## config.mk

```make
export PLATFORM = sky130hd
export DESIGN_NAME = vscale_dmem_responder_flat
export DESIGN_NICKNAME = d
export VERILOG_FILES = /design/src/rtl/vscale_dmem_responder_if.sv /design/src/rtl/vscale_dmem_responder.sv /design/src/flat_wrapper.sv
export SDC_FILE = /design/constraint.sdc
export NUM_CORES = 1
export LEC_CHECK = 0
export ABC_CLOCK_PERIOD_IN_PS = 2700
export BUFFER_PORTS_ARGS = -buffer_cell sky130_fd_sc_hd__buf_4
export CORE_MARGIN = 2
export CORE_UTILIZATION = 40
export CTS_CLUSTER_DIAMETER = 40
export DETAILED_ROUTE_END_ITERATION = 7
export HOLD_SLACK_MARGIN = 0.06
export PLACE_DENSITY = 0.7
export RECOVER_POWER = 100
export SETUP_SLACK_MARGIN = 0.05
export SLEW_MARGIN = 25
export SYNTH_ARGS = -nofsm -noshare
export SYNTH_HDL_FRONTEND = slang
export SYNTH_SLANG_ARGS = --single-unit
```

## constraint.sdc

```tcl
create_clock -name clk -period 2.7 [get_ports clk]
set_clock_uncertainty 0.15 [all_clocks]
set_input_delay 0.135 -clock clk [delete_from_list [all_inputs] [get_ports clk]]
set_output_delay 0.135 -clock clk [all_outputs]
set_load 0.05 [all_outputs]
```

## src/rtl/vscale_dmem_responder_if.sv

```systemverilog
// Core-side data-memory port plus backing-memory request/response channel
// bundled for vscale_dmem_responder; slave is the responder's view.
interface vscale_dmem_responder_if;
    logic        dmem_en;
    logic        dmem_wen;
    logic [2:0]  dmem_size;
    logic [31:0] dmem_addr;
    logic [31:0] dmem_wdata;
    logic [31:0] dmem_rdata;
    logic        dmem_wait;
    logic        dmem_badmem_e;

    logic        mem_req_valid;
    logic        mem_req_ready;
    logic        mem_req_wen;
    logic [29:0] mem_req_addr;
    logic [31:0] mem_req_wdata;
    logic [3:0]  mem_req_be;
    logic        mem_rsp_valid;
    logic [31:0] mem_rsp_rdata;

    modport master (
        output dmem_en, dmem_wen, dmem_size, dmem_addr, dmem_wdata,
        input  dmem_rdata, dmem_wait, dmem_badmem_e,
        input  mem_req_valid, mem_req_wen, mem_req_addr, mem_req_wdata, mem_req_be,
        output mem_req_ready, mem_rsp_valid, mem_rsp_rdata
    );

    modport slave (
        input  dmem_en, dmem_wen, dmem_size, dmem_addr, dmem_wdata,
        output dmem_rdata, dmem_wait, dmem_badmem_e,
        output mem_req_valid, mem_req_wen, mem_req_addr, mem_req_wdata, mem_req_be,
        input  mem_req_ready, mem_rsp_valid, mem_rsp_rdata
    );
endinterface

```

## src/rtl/vscale_dmem_responder.sv

```systemverilog
// Translates vscale core data-memory accesses into word-wide backing requests.
// Optional abort of stuck backing accesses is enabled by VSCALE_DMEM_TIMEOUT_EN.
module vscale_dmem_responder #(
    parameter int TIMEOUT_CYCLES = 255
) (
    input logic                     clk,
    input logic                     reset_n,
    vscale_dmem_responder_if.slave  bus
);

    typedef enum logic [1:0] {
        IDLE  = 2'd0,
        ISSUE = 2'd1,
        RESP  = 2'd2,
        ERR   = 2'd3
    } state_t;

    state_t      state;
    logic [29:0] word_addr_q;
    logic [1:0]  lane_q;
    logic        wen_q;
    logic [2:0]  size_q;
    logic [3:0]  be_q;
    logic [31:0] wdata_q;
    logic        first_q;

    logic        store_done;
    logic        load_handshake;
    logic        load_done;
    logic        stall;
    logic        accept;
    logic        bad_req;
    logic        timeout_hit;
    logic [3:0]  be_next;
    logic [31:0] store_word;
    logic [31:0] store_rep;
    logic [31:0] rsp_shifted;
    logic [31:0] load_ext;

    assign store_done     = (state == ISSUE) && wen_q && bus.mem_req_ready;
    assign load_handshake = (state == ISSUE) && !wen_q && bus.mem_req_ready;
    assign load_done      = (state == RESP) && bus.mem_rsp_valid;
    assign stall          = ((state == ISSUE) && !store_done) ||
                            ((state == RESP) && !load_done);
    assign accept         = bus.dmem_en && !stall;

`ifdef VSCALE_DMEM_TIMEOUT_EN
    localparam logic [7:0] TIMEOUT_LAST = 8'(TIMEOUT_CYCLES - 1);
    logic [7:0] wait_cnt;

    // A handshake in the final cycle still counts as progress, not a timeout.
    assign timeout_hit = (wait_cnt == TIMEOUT_LAST) &&
                         (((state == ISSUE) && !bus.mem_req_ready) ||
                          ((state == RESP) && !bus.mem_rsp_valid));
`else
    assign timeout_hit = 1'b0;
`endif

    always_comb begin
        bad_req = 1'b0;
        case (bus.dmem_size)
            3'd0, 3'd4: bad_req = 1'b0;
            3'd1, 3'd5: bad_req = bus.dmem_addr[0];
            3'd2:       bad_req = (bus.dmem_addr[1:0] != 2'b00);
            default:    bad_req = 1'b1;
        endcase
    end

    always_comb begin
        be_next = 4'b0000;
        case (bus.dmem_size[1:0])
            2'd0:    be_next = 4'b0001 << bus.dmem_addr[1:0];
            2'd1:    be_next = 4'b0011 << bus.dmem_addr[1:0];
            2'd2:    be_next = 4'b1111;
            default: be_next = 4'b0000;
        endcase
    end

    // Store data only becomes valid in the first ISSUE cycle, so it is used
    // directly then and taken from the register afterwards.
    assign store_word = first_q ? bus.dmem_wdata : wdata_q;

    always_comb begin
        store_rep = store_word;
        case (size_q[1:0])
            2'd0:    store_rep = {4{store_word[7:0]}};
            2'd1:    store_rep = {2{store_word[15:0]}};
            default: store_rep = store_word;
        endcase
    end

    assign rsp_shifted = bus.mem_rsp_rdata >> {lane_q, 3'b000};

    always_comb begin
        load_ext = rsp_shifted;
        case (size_q)
            3'd0:    load_ext = {{24{rsp_shifted[7]}}, rsp_shifted[7:0]};
            3'd1:    load_ext = {{16{rsp_shifted[15]}}, rsp_shifted[15:0]};
            3'd4:    load_ext = {24'd0, rsp_shifted[7:0]};
            3'd5:    load_ext = {16'd0, rsp_shifted[15:0]};
            default: load_ext = rsp_shifted;
        endcase
    end

    always_ff @(posedge clk or negedge reset_n) begin
        if (!reset_n) begin
            state       <= IDLE;
            word_addr_q <= '0;
            lane_q      <= '0;
            wen_q       <= 1'b0;
            size_q      <= '0;
            be_q        <= '0;
            wdata_q     <= '0;
            first_q     <= 1'b0;
`ifdef VSCALE_DMEM_TIMEOUT_EN
            wait_cnt    <= '0;
`endif
        end else begin
            if ((state == ISSUE) && first_q) begin
                wdata_q <= bus.dmem_wdata;
            end
`ifdef VSCALE_DMEM_TIMEOUT_EN
            if ((state == ISSUE) || (state == RESP)) begin
                wait_cnt <= wait_cnt + 8'd1;
            end
`endif
            // A new request wins over every other transition: completion
            // cycles and ERR hand straight over to the next access.
            if (accept) begin
                word_addr_q <= bus.dmem_addr[31:2];
                lane_q      <= bus.dmem_addr[1:0];
                wen_q       <= bus.dmem_wen;
                size_q      <= bus.dmem_size;
                be_q        <= be_next;
                first_q     <= !bad_req;
                state       <= bad_req ? ERR : ISSUE;
`ifdef VSCALE_DMEM_TIMEOUT_EN
                wait_cnt    <= '0;
`endif
            end else begin
                case (state)
                    ISSUE: begin
                        first_q <= 1'b0;
                        if (load_handshake) begin
                            state <= RESP;
                        end else if (store_done) begin
                            state <= IDLE;
                        end else if (timeout_hit) begin
                            state <= ERR;
                        end
                    end
                    RESP: begin
                        if (load_done) begin
                            state <= IDLE;
                        end else if (timeout_hit) begin
                            state <= ERR;
                        end
                    end
                    ERR:     state <= IDLE;
                    default: state <= IDLE;
                endcase
            end
        end
    end

    assign bus.dmem_wait     = stall;
    assign bus.dmem_badmem_e = (state == ERR);
    assign bus.dmem_rdata    = (load_done && !wen_q) ? load_ext : 32'd0;

    assign bus.mem_req_valid = (state == ISSUE);
    assign bus.mem_req_wen   = (state == ISSUE) && wen_q;
    assign bus.mem_req_addr  = (state == ISSUE) ? word_addr_q : 30'd0;
    assign bus.mem_req_be    = (state == ISSUE) ? be_q : 4'd0;
    assign bus.mem_req_wdata = ((state == ISSUE) && wen_q) ? store_rep : 32'd0;

endmodule

```

## src/flat_wrapper.sv

```systemverilog
// flat-port wrapper written by rule: the top's interface ports become plain ports
module vscale_dmem_responder_flat 
#(
    parameter int TIMEOUT_CYCLES = 255
)
  (clk, reset_n, bus_dmem_en, bus_dmem_wen, bus_dmem_size, bus_dmem_addr, bus_dmem_wdata, bus_dmem_rdata, bus_dmem_wait, bus_dmem_badmem_e, bus_mem_req_valid, bus_mem_req_wen, bus_mem_req_addr, bus_mem_req_wdata, bus_mem_req_be, bus_mem_req_ready, bus_mem_rsp_valid, bus_mem_rsp_rdata);
  vscale_dmem_responder_if bus_i ();
  input logic clk;
  input logic reset_n;
  input wire logic [$bits(bus_i.dmem_en)-1:0] bus_dmem_en;
  input wire logic [$bits(bus_i.dmem_wen)-1:0] bus_dmem_wen;
  input wire logic [$bits(bus_i.dmem_size)-1:0] bus_dmem_size;
  input wire logic [$bits(bus_i.dmem_addr)-1:0] bus_dmem_addr;
  input wire logic [$bits(bus_i.dmem_wdata)-1:0] bus_dmem_wdata;
  output wire logic [$bits(bus_i.dmem_rdata)-1:0] bus_dmem_rdata;
  output wire logic [$bits(bus_i.dmem_wait)-1:0] bus_dmem_wait;
  output wire logic [$bits(bus_i.dmem_badmem_e)-1:0] bus_dmem_badmem_e;
  output wire logic [$bits(bus_i.mem_req_valid)-1:0] bus_mem_req_valid;
  output wire logic [$bits(bus_i.mem_req_wen)-1:0] bus_mem_req_wen;
  output wire logic [$bits(bus_i.mem_req_addr)-1:0] bus_mem_req_addr;
  output wire logic [$bits(bus_i.mem_req_wdata)-1:0] bus_mem_req_wdata;
  output wire logic [$bits(bus_i.mem_req_be)-1:0] bus_mem_req_be;
  input wire logic [$bits(bus_i.mem_req_ready)-1:0] bus_mem_req_ready;
  input wire logic [$bits(bus_i.mem_rsp_valid)-1:0] bus_mem_rsp_valid;
  input wire logic [$bits(bus_i.mem_rsp_rdata)-1:0] bus_mem_rsp_rdata;
  assign bus_i.dmem_en = bus_dmem_en;
  assign bus_i.dmem_wen = bus_dmem_wen;
  assign bus_i.dmem_size = bus_dmem_size;
  assign bus_i.dmem_addr = bus_dmem_addr;
  assign bus_i.dmem_wdata = bus_dmem_wdata;
  assign bus_dmem_rdata = bus_i.dmem_rdata;
  assign bus_dmem_wait = bus_i.dmem_wait;
  assign bus_dmem_badmem_e = bus_i.dmem_badmem_e;
  assign bus_mem_req_valid = bus_i.mem_req_valid;
  assign bus_mem_req_wen = bus_i.mem_req_wen;
  assign bus_mem_req_addr = bus_i.mem_req_addr;
  assign bus_mem_req_wdata = bus_i.mem_req_wdata;
  assign bus_mem_req_be = bus_i.mem_req_be;
  assign bus_i.mem_req_ready = bus_mem_req_ready;
  assign bus_i.mem_rsp_valid = bus_mem_rsp_valid;
  assign bus_i.mem_rsp_rdata = bus_mem_rsp_rdata;
  vscale_dmem_responder #(.TIMEOUT_CYCLES(TIMEOUT_CYCLES)) u_core (.clk(clk), .reset_n(reset_n), .bus(bus_i));
endmodule
```

# After elaboration in Yosys (flattened, before gate mapping)
# Index checks and enable logic that the tools add are counted.
[totals] register_bits=75 input_bits=105 elab_cells=68
[op_classes] eq_ne=15 shift=3 n_mux=17 reduce_logical=25
[op_table] operator="$pmux 32 s4" count=1
[op_table] operator="$mux 32" count=3
[op_table] operator="$pmux 32 s2" count=1
[op_table] operator="$shr 32x5->32" count=1
[op_table] operator="$mux 30" count=1
[op_table] operator="$eq 3x3->1 const B" count=4
[op_table] operator="$pmux 4 s3" count=1
[op_table] operator="$logic_and 1x1->1" count=10
[op_table] operator="$mux 2" count=5
[op_table] operator="$eq 2x1->1 const B" count=3
[op_table] operator="$eq 2x2->1 const B" count=3
[op_table] operator="$eq 3x1->1 const B" count=2
[op_table] operator="$logic_not 3->1" count=2
[op_table] operator="$logic_not 1->1" count=5
[op_table] operator="$logic_not 2->1" count=2
[op_table] operator="$mux 4" count=1
[op_table] operator="$ne 4x1->1 const B" count=1
[op_table] operator="$pmux 2 s2" count=1
[op_table] operator="$reduce_bool 2->1" count=2
[op_table] operator="$reduce_or 2->1" count=2
[op_table] operator="$shl 1x2->4 const A" count=1
[op_table] operator="$shl 2x2->4 const A" count=1
[op_table] operator="$eq 3x2->1 const B" count=1
[op_table] operator="$ne 3x1->1 const B" count=1
[op_table] operator="4 further kinds" count=5

# Longest topological paths before layout
# Gate-level depths: netlist (run 1).
[depth] ltp_word=10 depth_mapped=6 mapped_depth_nobuf=6

# Worst setup path after synthesis (run 1)
# Ideal clock, no wire load.
[synth_path] path_kind="reg-to-output" from="register u_core.state[1]" to="output port bus_mem_req_wdata[31]" arrival_time_ps=2521 t_required_ps=2415 slack_ps=-106 stages_incl_launch_ff=7 n_path_buf=0 path_cell_list="dfrtp_1 nand3b_1 inv_1 nand2_1 inv_1 o21ai_0 a21oi_1"
[synth_between] elab_chain_len=3
[synth_lines] item="from (decl)" line="vscale_dmem_responder.sv:18" text="state_t state;"
[synth_lines] item="from (signal assigned)" line="vscale_dmem_responder.sv:136" text="state <= bad_req ? ERR : ISSUE;"
[synth_lines] item="$eq 2x1->1"
[synth_lines] item="$logic_and 1x1->1"
[synth_lines] item="named net bus_mem_req_wen" line="flat_wrapper.sv:19" text="output wire logic [$bits(bus_i.mem_req_wen)-1:0] bus_mem_req_wen;"
[synth_lines] item="$mux 32" line="vscale_dmem_responder.sv:174" text="assign bus.mem_req_wdata = ((state == ISSUE) && wen_q) ? store_rep : 32'd0;"
[synth_lines] item="to (decl)" line="flat_wrapper.sv:21" text="output wire logic [$bits(bus_i.mem_req_wdata)-1:0] bus_mem_req_wdata;"
# The timed path passes the listed nets, and every way through them passes these cells.

# Worst setup path in the final report (run 1)
[layout_path] from="register u_core.lane_q[0]" to="output port bus_dmem_rdata[12]"
[layout_between] elab_chain_len=3
[layout_lines] item="from (decl)" line="vscale_dmem_responder.sv:20" text="logic [1:0] lane_q;"
[layout_lines] item="from (signal assigned)" line="vscale_dmem_responder.sv:131" text="lane_q <= bus.dmem_addr[1:0];"
[layout_lines] item="$shr 32x5->32" line="vscale_dmem_responder.sv:92" text="assign rsp_shifted = bus.mem_rsp_rdata >> {lane_q, 3'b000};"
[layout_lines] item="$pmux 32 s4" line="vscale_dmem_responder.sv:96" text="case (size_q)"
[layout_lines] item="$mux 32" line="vscale_dmem_responder.sv:168" text="assign bus.dmem_rdata = (load_done && !wen_q) ? load_ext : 32'd0;"
[layout_lines] item="to (decl)" line="flat_wrapper.sv:15" text="output wire logic [$bits(bus_i.dmem_rdata)-1:0] bus_dmem_rdata;"
# Every way passes these cells.

==> results summary, run 1 <==
The synthesized netlist occupies a cell area of 0.00465 sq mm. Power spread over the standard cell area amounts to 1140 mW/mm^2. After clock tree synthesis, the clock-pin slew on the worst setup and hold paths is 0.06 ns. The count of buffers added on input and output ports is 206. Counting I/O delays and the setup requirement, the final critical path takes 2.60 ns.

The number of standard cells after synthesis is 459. The chip height is 112 um. After detailed routing, the met3 layer carries 1100 um of wire. The headroom to the max-slew limit is 0.298. The area of the placeable core came out at 0.0114 sq mm. The adder and majority cell fraction of the synthesized area is 0. The post-route antenna net violation count is 0. Data on the critical path arrives at its endpoint at 2.32 ns. The remaining global-route overflow is 0. Walking the worst path, the cells encountered are mux2_2, mux2i_1, or3_1, a21oi_1, buf_2. The final route contains 4491 vias. By area, the combinational part of the netlist is dominated by multiplexers.

The synthesized-area fraction occupied by xor and xnor cells came out at 0. The number of antenna diodes in the final layout is 0. By startpoint and endpoint, the worst setup path is classified as flip-flop to output port.

The routed design has 14700 um of wire. Of the total synthesized cell area, the portion taken by AND, OR, NAND and NOR gates is 0.142. The most common cell after layout, fill and taps aside is buf_4. The total negative slack for setup checks came out at 0 ns. The number of distinct library cells after synthesis is 37.

In the global route stage, overall resource usage came out at 0.232. The root buffer cell chosen for the clock tree is clkbuf_16. The per-cell routed wire length came out at 16.8 um.

The later pin in the worst-skew pair is clocked with a latency of 0.33 ns. The TritonCTS buffer count is 9. The mux share of post-synthesis cell area came out at 0.282. The flow ran to the end, and the final reports show no timing, DRC or antenna violations. The net count after synthesis came out at 564. In this run the deepest clock path goes through 2 buffers. The TritonCTS clock tree is yes. The final-report hold violation count is 0. Clock tree synthesis found a total of 75 sinks. The number of antenna violations at the first check in global routing is 0. The average cell area after synthesis came out at 10.1 sq um.

At the pin with the least slew margin, the transition time is 1.05 ns. The initial cell density of the core came out at 0.409. The share of layout cells above drive strength 1 is 0.448. The relative area change from synthesis to final layout is 56.9%. The number of warning messages in the yosys log is 0. The tool flagged a number of max-cap violations equal to 0. The library cells used most frequently in the layout, excluding fill and tap cells, are buf_4, mux2_2, dfrtp_1, dlygate4sd3_1, nor2_1. The largest vdd supply drop is 0.637 mV. The global-route wire length before repair is 23600 um. The via density per instance came out at 5.13.

The filler cells instantiated in the layout total 963. The weighted congestion at the end of routability-driven global placement is 0.897. The count of final setup violators is 0. The share of the yosys chip area belonging to registers is 0.404. The violation count after the first detailed-routing iteration is 266.

The delay of the slowest critical-path stage is 0.52 ns. STA classifies the critical path startpoint as a flip-flop. The total of flip-flops plus latches after synthesis is 75. Setup repair after global routing could not meet its margin everywhere.

The final worst-path cycle share came out at 0.964. The floorplan step defined a die boundary enclosing 0.0125 sq mm. The maximum clock rate is 0.384 GHz. The post-layout instance count excluding filler cells is 875. The endpoint required time on the critical path came out at 2.41 ns.

The final net count is 833. The synthesized-area fraction occupied by ao, oa, aoi and oai cells came out at 0.131. The half-perimeter wire length after placement came out at 10100 um. The first detailed-routing pass took 4 iterations.

The number of placement rows came out at 39. The number of top-level design ports came out at 207. The total length of routed met2 wires came out at 7070 um.

The wire length on met1 came out at 6250 um. The type of the worst min-delay path is primary input to flip-flop. The pin count of the biggest net entering global routing came out at 76. The die boundary width is 112 um. In this run the static leakage power is 3.43 nW. The number of global-route vias before repair came out at 4686.

The max-slew violation total from the final report came to 0. The final routed DRC violation total is 0. After detailed routing, no signal wire sits above met4. The CTS H-tree depth is 3.

The worst setup path is captured at an output port. The total placed cells including tap cells came out at 783. The critical-path cell with the highest stage delay is or3_1. The maximum fanout encountered on the critical timing path is 13.
kinds of logic after synthesis:
group / after synthesis
buffers and inverters: 46
and+or+nand+nor: 126
AOI/OAI and AO/OA: 92
DFF: 75
muxes: 120
where the power goes:
part           total, mW  leakage [nW]  internal [mW]  switching [mW]
Clock               1.30         0.156          0.832           0.473
Sequential          2.06         0.874           1.69           0.364
Combinational       4.98          2.39           1.85            3.12
Total               8.34          3.43           4.38            3.96
cell type report:
cell class	count	area, sq um	share of cell area
repair buffers	294	2230	0.306
clock inverters	4	73.8	0.0101
multi-input cells	338	2650	0.363
well taps	143	179	0.0245
inverters	10	37.5	0.00515
flip-flops and latches	75	1880	0.258
clock buffers	11	243	0.0333
final timing paths:
| check | from | end | slack [ns] | depth (start not counted) |
|---|---|---|---|---|
| worst max-delay path | u_core.lane_q[0]$_DFFE_PN0P_ | bus_dmem_rdata[12] | 0.1 | 5 |
| min in group asynchronous | reset_n | u_core.wdata_q[22]$_DFFE_PN0P_ | 0.24 | 2 |
| worst min register to register | u_core.word_addr_q[8]$_DFFE_PN0P_ | u_core.word_addr_q[8]$_DFFE_PN0P_ | 0.35 | 1 |
| worst max register to register | u_core.state[1]$_DFFE_PN0P_ | u_core.word_addr_q[3]$_DFFE_PN0P_ | 0.23 | 4 |
| max in group asynchronous | reset_n | u_core.lane_q[0]$_DFFE_PN0P_ | 1.60 | 2 |
| worst min-delay path | bus_mem_rsp_valid | u_core.state[0]$_DFFE_PN0P_ | 0.21 | 4 |
worst max-delay path: cells and delay by family, from the launching register on:
family	cells	cell delay, ns
simple gates	1	0.52
buf+inv	1	0.30
flops	1	0.51
mux	2	0.40
compound gates	1	0.25
through the flow:
step,hold slack (ns),utilization,worst slack (ns),total power [mW],cell area (sq um)
finish,0.211,0.641,0.0979,8.34,7290
global route,0.251,0.641,0.0174,8.80,7290
CTS,0.196,0.652,0.0655,8.48,7410
detailed placement,0.213,0.559,0.190,7.03,6350
global placement,0.194,0.559,0.251,6.93,6350
floorplan,-0.311,-,0.0510,5.68,4690
state kept, by name (all words and copies together) (netlist names):
| register | flops |
|---|---|
| u_core.wdata_q | 32 |
| u_core.wen_q | 1 |
| u_core.word_addr_q | 30 |
| u_core.size_q | 3 |
| u_core.first_q | 1 |
| u_core.state | 2 |
| u_core.lane_q | 2 |
| u_core.be_q | 4 |
timing repair:
action | CTS | global route
endpoints found under the setup margin | 17 | 18
pin swaps | 2 | 2
gates resized for setup | 4 | 8
buffers inserted | 1 | 4
endpoints found under the hold margin | 149 | 0
hold buffers | 72 | 0
synth_stat cells, drive strengths merged:
master | n | area [sq um]
mux2 | 87 | 980
a211oi | 33 | 248
mux2i | 33 | 330
nand4bb | 1 | 11.3
a21o | 8 | 60.1
o211a | 1 | 10.0
or3 | 2 | 17.5
o211ai | 1 | 7.51
and2 | 40 | 250
inv | 10 | 37.5
nor3 | 4 | 20.0
nand2 | 11 | 41.3
a21oi | 22 | 110
nand3 | 4 | 20.0
or2 | 4 | 25.0
nand3b | 1 | 7.51
a22oi | 1 | 7.51
o21ai | 21 | 105
nand2b | 2 | 12.5
o22ai | 1 | 6.26
o21a | 1 | 7.51
a2bb2oi | 1 | 8.76
clkbuf | 18 | 67.6
nor4 | 1 | 6.26
a2111o | 1 | 11.3
or3b | 2 | 17.5
dfrtp | 75 | 1880
nor2 | 45 | 171
nor2b | 8 | 50.1
a2111oi | 1 | 27.5
buf | 18 | 90.1
nor3b | 1 | 7.51
per-layer routing:
layer,GRT usage,vias up
met5,0,-
met3,0.0697,26
met2,0.396,159
li1,-,2165
met4,0.0609,0
met1,0.288,2141
Note: power is estimated with default switching activity, not from simulation.
==> inputs of run 2 (changes only) <==
Settings changed: ABC_AREA set to 1, CORE_MARGIN 2 to 10, PLACE_DENSITY 0.7 to 0.66.
==> run 2 against run 1 <==
Against the previous run: the flow now finishes with violations (max-capacitance violations, max-slew violations); final area shrank 2.3%; die area grew 34%; maximum frequency grew 3.1%; critical path type unchanged.
==> results summary, run 2 <==
From bottom edge to top edge, the die measures 129 um. The depth of the most critical reg-to-reg path is 6. The global-route wire length before repair came out at 26900 um. The worst setup slack after layout came out at 0.177 ns. The final reports fail on max-capacitance violations, max-slew violations. In the final layout, the registers with the most flip-flops are u_core.wdata_q (32), u_core.word_addr_q (30), u_core.be_q (4). The largest total area in the synthesized netlist belongs to dfrtp_1.

The net count after synthesis is 785. The number of placement rows came out at 39. In this run, the number of DRC markers left after iteration 0 of detailed routing was 386. The share of the yosys chip area belonging to registers came out at 0.393. The count of max-cap constraint violations came out at 1. The relative area change from synthesis to final layout is 49.0%. In the synthesized netlist, the number of instances is 680. The total placed cells including tap cells came out at 994. For this run, the leading register cell type out of synthesis is dfrtp_1. The tree is rooted in a clkbuf_16. The overall routing resource usage came out at 0.198. The full die area is 0.0167 sq mm.

The final worst-path cycle share is 0.934. The per-cell routed wire length came out at 15.7 um. The pin count of the biggest net entering global routing is 76.

The via count came out at 5383. The final-report hold violation count is 0. The area share of the largest cell type after synthesis is 0.393. The overall power of the completed layout is 8.25 mW.

In this run the worst hold path is classified as primary input to flip-flop. Ranked by total cell area, the synthesized netlist is headed by dfrtp_1, nand2_1, o21ai_0, inv_1, a21oi_1. The startpoint identified for the worst register-to-register timing path is u_core.wen_q$_DFFE_PN0P_. The post-route antenna net violation count came out at 0. In this run the critical register-to-register path is captured at u_core.be_q[2]$_DFFE_PN0P_.

The maximum fanout encountered on the critical timing path is 19. The max-slew violation total from the final report is 76. The number of setup buffers added after CTS came out at 0. The H-tree was split into 3 levels.

After detailed routing, the number of remaining DRC violations is 0. The total negative slack for setup checks is 0 ns. The worst path in the final design needs a cycle of 2.52 ns, including I/O delays and setup.

The number of global-route vias before repair came out at 5410. The maximum clock rate came out at 0.396 GHz. Setup repair after global routing left no endpoint under its margin. Counting instances in the post-synthesis netlist gives the leading cell types as nand2_1, o21ai_0, inv_1. The flow ran to the end, but the final reports show violations.

The half-perimeter wire length after placement is 12300 um. Data on the critical path is required at its endpoint by 2.41 ns. The flip-flop count of the largest register, all copies and words added is 32. The critical path in this run is classified as flip-flop to output port.

In the layout the commonest cells are nand2_1, buf_4, o21ai_0, inv_1, dfrtp_1. The area of the placeable core came out at 0.0116 sq mm. After synthesis the netlist holds a flip-flop and latch count of 75. The post-CTS clock slew at the launch and capture registers of the worst setup and hold paths came out at 0.06 ns. The average cell area after synthesis came out at 7.03 sq um.

Measured against its own limit, the worst slew margin works out to -0.232. The largest vdd supply drop is 0.784 mV. The post-synthesis instance area is 0.00478 sq mm. The TritonCTS clock tree is yes. The count of final setup violators is 0.

The library cell used most frequently in the layout, excluding fill and tap cells, is nand2_1. The clock tree buffer depth is 2. The actual slew at the worst max-slew pin came out at 1.85 ns.

The most common cell in the synthesized netlist is nand2_1. The hold path endpoint is u_core.state[1]$_DFFE_PN0P_. The async set-or-reset flop fraction in the synthesized netlist came out at 1.00.

The later-pin clock latency in the skew report is 0.33 ns. The hold path depth is 3. Of the cells placed in the final design, the portion with a size suffix greater than 1 is 0.275.

The overall routed net length came out at 16900 um. The post-layout instance count excluding filler cells is 1080. The final net count came out at 1037. The element type at the critical path end is an output port. The power density of the placed cells is 1160 mW/mm^2.

STA classifies the critical path startpoint as a flip-flop. The number of clock sinks seen by CTS is 75. The die is 129 um wide.

The via density per instance is 4.98. The length of the first detailed-routing pass in iterations is 5. The number of antenna violations at the first check in global routing came to 0. The initial utilization of the core area, before any placement, comes to 0.413.

Yosys mapped a number of flops with a built-in enable equal to 0. STA puts the critical path data arrival time at 2.24 ns. The number of warning messages in the yosys log is 0. The analysis attributes to cell leakage a power of 3.73 nW. After synthesis, the netlist uses 36 different library cells.

Routability-driven placement finished with a final weighted congestion of 0.880. For flop-to-flop paths, the worst setup slack is 0.40 ns. The startpoint of the worst hold path is bus_mem_rsp_valid.

The count of port buffers added during placement came out at 206. The worst setup timing slack at the placement stage came out at 0.425 ns. The register with the highest flop count is u_core.wdata_q. The TritonCTS buffer count came out at 9.

The number of top-level design ports is 207. The remaining global-route overflow came out at 0.
-- run 2: cell count changes in the layout (fill, tap and decap cells not counted), moves of 23 or more --
cell / before / now
o21ai_0: 18 / 101
a211oi_1: 26 / 0
nand2_1: 11 / 182
mux2i_1: 33 / 0
clkbuf_2: 39 / 63
inv_1: 10 / 82
and2_0: 23 / 0
mux2_2: 85 / 10
-- run 2: worst max path at each step --
stage,start,end,slack (ns),depth (start not counted)
finish,u_core.lane_q[1]$_DFFE_PN0P_,bus_dmem_rdata[27],0.18,7
floorplan,u_core.state[1]$_DFFE_PN0P_,bus_mem_req_wdata[10],-0.02,7
CTS,u_core.size_q[1]$_DFFE_PN0P_,bus_dmem_rdata[28],0.17,8
global route,u_core.lane_q[1]$_DFFE_PN0P_,bus_dmem_rdata[27],0.05,7
global placement,u_core.state[1]$_DFFE_PN0P_,bus_mem_req_wdata[30],0.53,6
detailed placement,u_core.state[1]$_DFFE_PN0P_,bus_mem_req_wdata[30],0.42,6
-- run 2: cell families after synthesis --
| family | Yosys count | synth area share |
|---|---|---|
| buf+inv | 130 | 0.124 |
| simple gates | 291 | 0.261 |
| mux | 10 | 0.0236 |
| compound gates | 174 | 0.199 |
| flops | 75 | 0.393 |
-- run 2: cell type report --
type | instances | area, sq um
fill | 1031 | 4440
multi-input combinational | 475 | 2360
timing repair buffer | 283 | 2080
sequential | 75 | 1880
inverter | 88 | 335
clock buffer | 10 | 239
tap | 143 | 179
clock inverter | 5 | 53.8
antenna | 1 | 2.50
-- run 2: worst max-delay path, stage by stage, from the launching register on --
cell and delay, ns:
dfrtp_1 0.66, inv_1 0.16, nand3_1 0.16, nand3_2 0.21, nand3_2 0.14, nand2_4 0.14
nor2_1 0.14, buf_2 0.29
-- run 2: through the flow --
stage	hold slack, ns	cell area (sq um)	utilization
finish	0.0335	7120	0.616
global route	0.0704	7120	0.616
CTS	0.0645	7380	0.638
detailed placement	0.198	6380	0.552
global placement	0.190	6380	0.552
floorplan	-0.311	4850	-
-- run 2: where the power goes --
| group | total (mW) | switching (mW) | leakage, nW | internal, mW |
|---|---|---|---|---|
| Combinational | 5.10 | 3.74 | 2.68 | 1.36 |
| Clock | 1.18 | 0.452 | 0.148 | 0.731 |
| Sequential | 1.97 | 0.289 | 0.909 | 1.68 |
-- run 2: repair_timing --
item                                   in CTS  in global routing
setup endpoints to repair                   2                  8
gates resized for setup                     1                  1
hold buffers                               70                  0
endpoints found under the hold margin     147                  0
-- run 2: layer usage --
metal | GRT usage | vias to the layer above | wire [um]
met5 | 0 | - | 0
met4 | 0.0649 | 0 | 347
met3 | 0.0848 | 30 | 1740
met2 | 0.328 | 220 | 8080
met1 | 0.225 | 2469 | 6740
li1 | - | 2664 | -
==> inputs of run 3 (changes only) <==
Settings changed: ABC_AREA 1 to not set, ABC_CLOCK_PERIOD_IN_PS 2700 to not set, PLACE_DENSITY 0.66 to 0.67.
==> run 3 against run 2 <==
Against the previous run: the flow still finishes with violations (max-capacitance violations, max-slew violations); largest cell class unchanged; maximum frequency is 3.0% lower; setup slack lost 0.077 ns; die area shrank 2.3%; register-to-register slack got worse by 0.13 ns; clock power about the same; first-iteration DRC count fell by 56%; largest power group unchanged.
==> results summary, run 3 (synthesized netlist as in run 1, its figures left out) <==
The number of antenna violations at the first check in global routing came out at 0. The overall routing resource usage came out at 0.191. Adding up every negative setup slack in the final design gives 0 ns. The remaining global-route overflow came out at 0. Subtracting the final worst setup slack from the clock period gives 2.60 ns. The final-report hold violation count is 0. The die boundary width came out at 128 um.

The placed instances occupy a cell area of 0.00637 sq mm. Setup violations remaining at the end of the flow were counted as 0. Measured against its own limit, the worst slew margin works out to -0.247. The largest registers in the layout are u_core.wdata_q (32), u_core.word_addr_q (30), u_core.be_q (4).

Of the available clock period, the critical path in the final layout requires 0.963. The number of antenna cells inserted came out at 0. The most common cell after layout, fill and taps aside is buf_4. The area of the placeable core came out at 0.0114 sq mm. The clock reaches the later pin of the worst-skew pair after 0.33 ns. The power density of the placed cells is 1130 mW/mm^2. The via density per instance came out at 5.15. TritonCTS built the clock tree.

The half-perimeter wire length after placement is 11800 um. The count of port buffers added during placement is 206. The initial cell density of the core is 0.407. The run finished, with violations left.

The max-slew violation total from the final report is 76. The count of max-cap constraint violations is 1. By startpoint and endpoint, the worst setup path is classified as flip-flop to output port. The maximum clock rate came out at 0.385 GHz.

In the layout the commonest cells are buf_4, mux2_2, dfrtp_1, dlygate4sd3_1, clkbuf_2. The length of the first detailed-routing pass in iterations is 5. The worst setup path is captured at an output port. The number of global-route vias before repair came out at 4813. The first global-routing pass estimated 25700 um of wire. Final hold analysis gives a worst-case slack of 0.222 ns. STA classifies the critical path startpoint as a flip-flop. The actual slew at the worst max-slew pin is 1.87 ns.

The area growth from synthesis to layout is 54.7%. Across all layers, the routed design uses 4529 vias. Buffers inserted during clock tree synthesis total 9. The checks that failed: max-capacitance violations, max-slew violations. The number of clock sinks seen by CTS is 75. Counting flops per register, the top entry is u_core.wdata_q. The overall routed net length came out at 16100 um. The type of the worst min-delay path is primary input to flip-flop.

The cell area after layout is 0.00719 sq mm. In the routed design, unresolved DRC markers number 0. The pin count of the biggest net entering global routing came out at 76. Setup repair after global routing could not meet its margin everywhere. The initialized floorplan defines 39 standard-cell rows. The static leakage came out at 3.37 nW. The CTS H-tree depth came out at 3.

The endpoint required time on the critical path came out at 2.41 ns. The data arrival time of the critical path came out at 2.32 ns. The chip height came out at 128 um. The flip-flop count of the largest register, all copies and words added came out at 32. The maximum fanout encountered on the critical timing path came out at 17.

The share of layout cells above drive strength 1 came out at 0.423. The full die area came out at 0.0163 sq mm. The post-CTS clock slew at the launch and capture registers of the worst setup and hold paths is 0.06 ns. The overall power of the completed layout is 8.15 mW.

The violation count after the first detailed-routing iteration is 168. The longest clock path from root to sink contains 2 buffers. The weighted congestion at the end of routability-driven global placement is 0.848. The post-route antenna net violation count is 0. In this run the clock root is driven by a clkbuf_16. The per-cell routed wire length is 18.3 um. During I/O placement, the number of pins put on the boundary was 207. IR analysis of the VDD net gives a maximum drop of 0.686 mV. The final net count came out at 836.
-- run 3: final timing paths --
check	from	slack [ns]	depth (start not counted)	to
setup / recovery	u_core.state[0]$_DFFE_PN0P_	0.1	6	bus_dmem_rdata[22]
hold / removal	bus_mem_rsp_valid	0.22	4	u_core.state[0]$_DFFE_PN0P_
setup reg to reg	u_core.state[1]$_DFFE_PN0P_	0.27	5	u_core.wdata_q[30]$_DFFE_PN0P_
hold reg to reg	u_core.word_addr_q[23]$_DFFE_PN0P_	0.35	1	u_core.word_addr_q[23]$_DFFE_PN0P_
max in group asynchronous	reset_n	0.48	2	u_core.lane_q[1]$_DFFE_PN0P_
min in group asynchronous	reset_n	0.68	2	u_core.wdata_q[27]$_DFFE_PN0P_
-- run 3: what timing repair did --
| item | 4_1_cts | 5_1_grt |
|---|---|---|
| hold buffers | 72 | 0 |
| endpoints found under the hold margin | 148 | 0 |
| setup endpoints to repair | 8 | 17 |
| resized for setup | 1 | 4 |
| pin swaps | 0 | 2 |
| buffers inserted | 0 | 5 |
-- run 3: stage by stage --
stage,cells,util,worst slack (ns)
after floorplan,459,-,0.0510
after global placement,786,0.558,0.436
after detailed placement,786,0.558,0.365
after CTS,874,0.648,0.0598
after global routing,879,0.630,0.0179
final,879,0.630,0.100
-- run 3: worst max-delay path, stage by stage, from the launching register on --
cell,delay (ns)
dfrtp_1,0.41
nand4bb_1,0.26
buf_6,0.20
or3b_1,0.43
buf_4,0.19
o21ai_0,0.21
clkbuf_4,0.28
-- run 3: where the power goes --
part	switching (mW)	leakage, nW	internal (mW)
Combinational	3.16	2.34	1.77
Sequential	0.325	0.875	1.69
Clock	0.466	0.150	0.746
-- run 3: routing by layer --
metal / vias up / global-route usage / part of all wire
met5: - / 0 / 0
met4: 0 / 0.0523 / 0.016
met3: 24 / 0.0794 / 0.10
met2: 186 / 0.308 / 0.47
met1: 2144 / 0.229 / 0.41
li1: 2175 / - / -
-- run 3: area by class of cell --
| cell class | count | area, sq um |
|---|---|---|
| fill | 962 | 4230 |
| clock inverter | 5 | 61.3 |
| clock buffer | 11 | 243 |
| multi-input combinational | 338 | 2630 |
| timing repair buffer | 297 | 2160 |
| inverter | 10 | 37.5 |
| sequential | 75 | 1880 |
| tap | 143 | 179 |
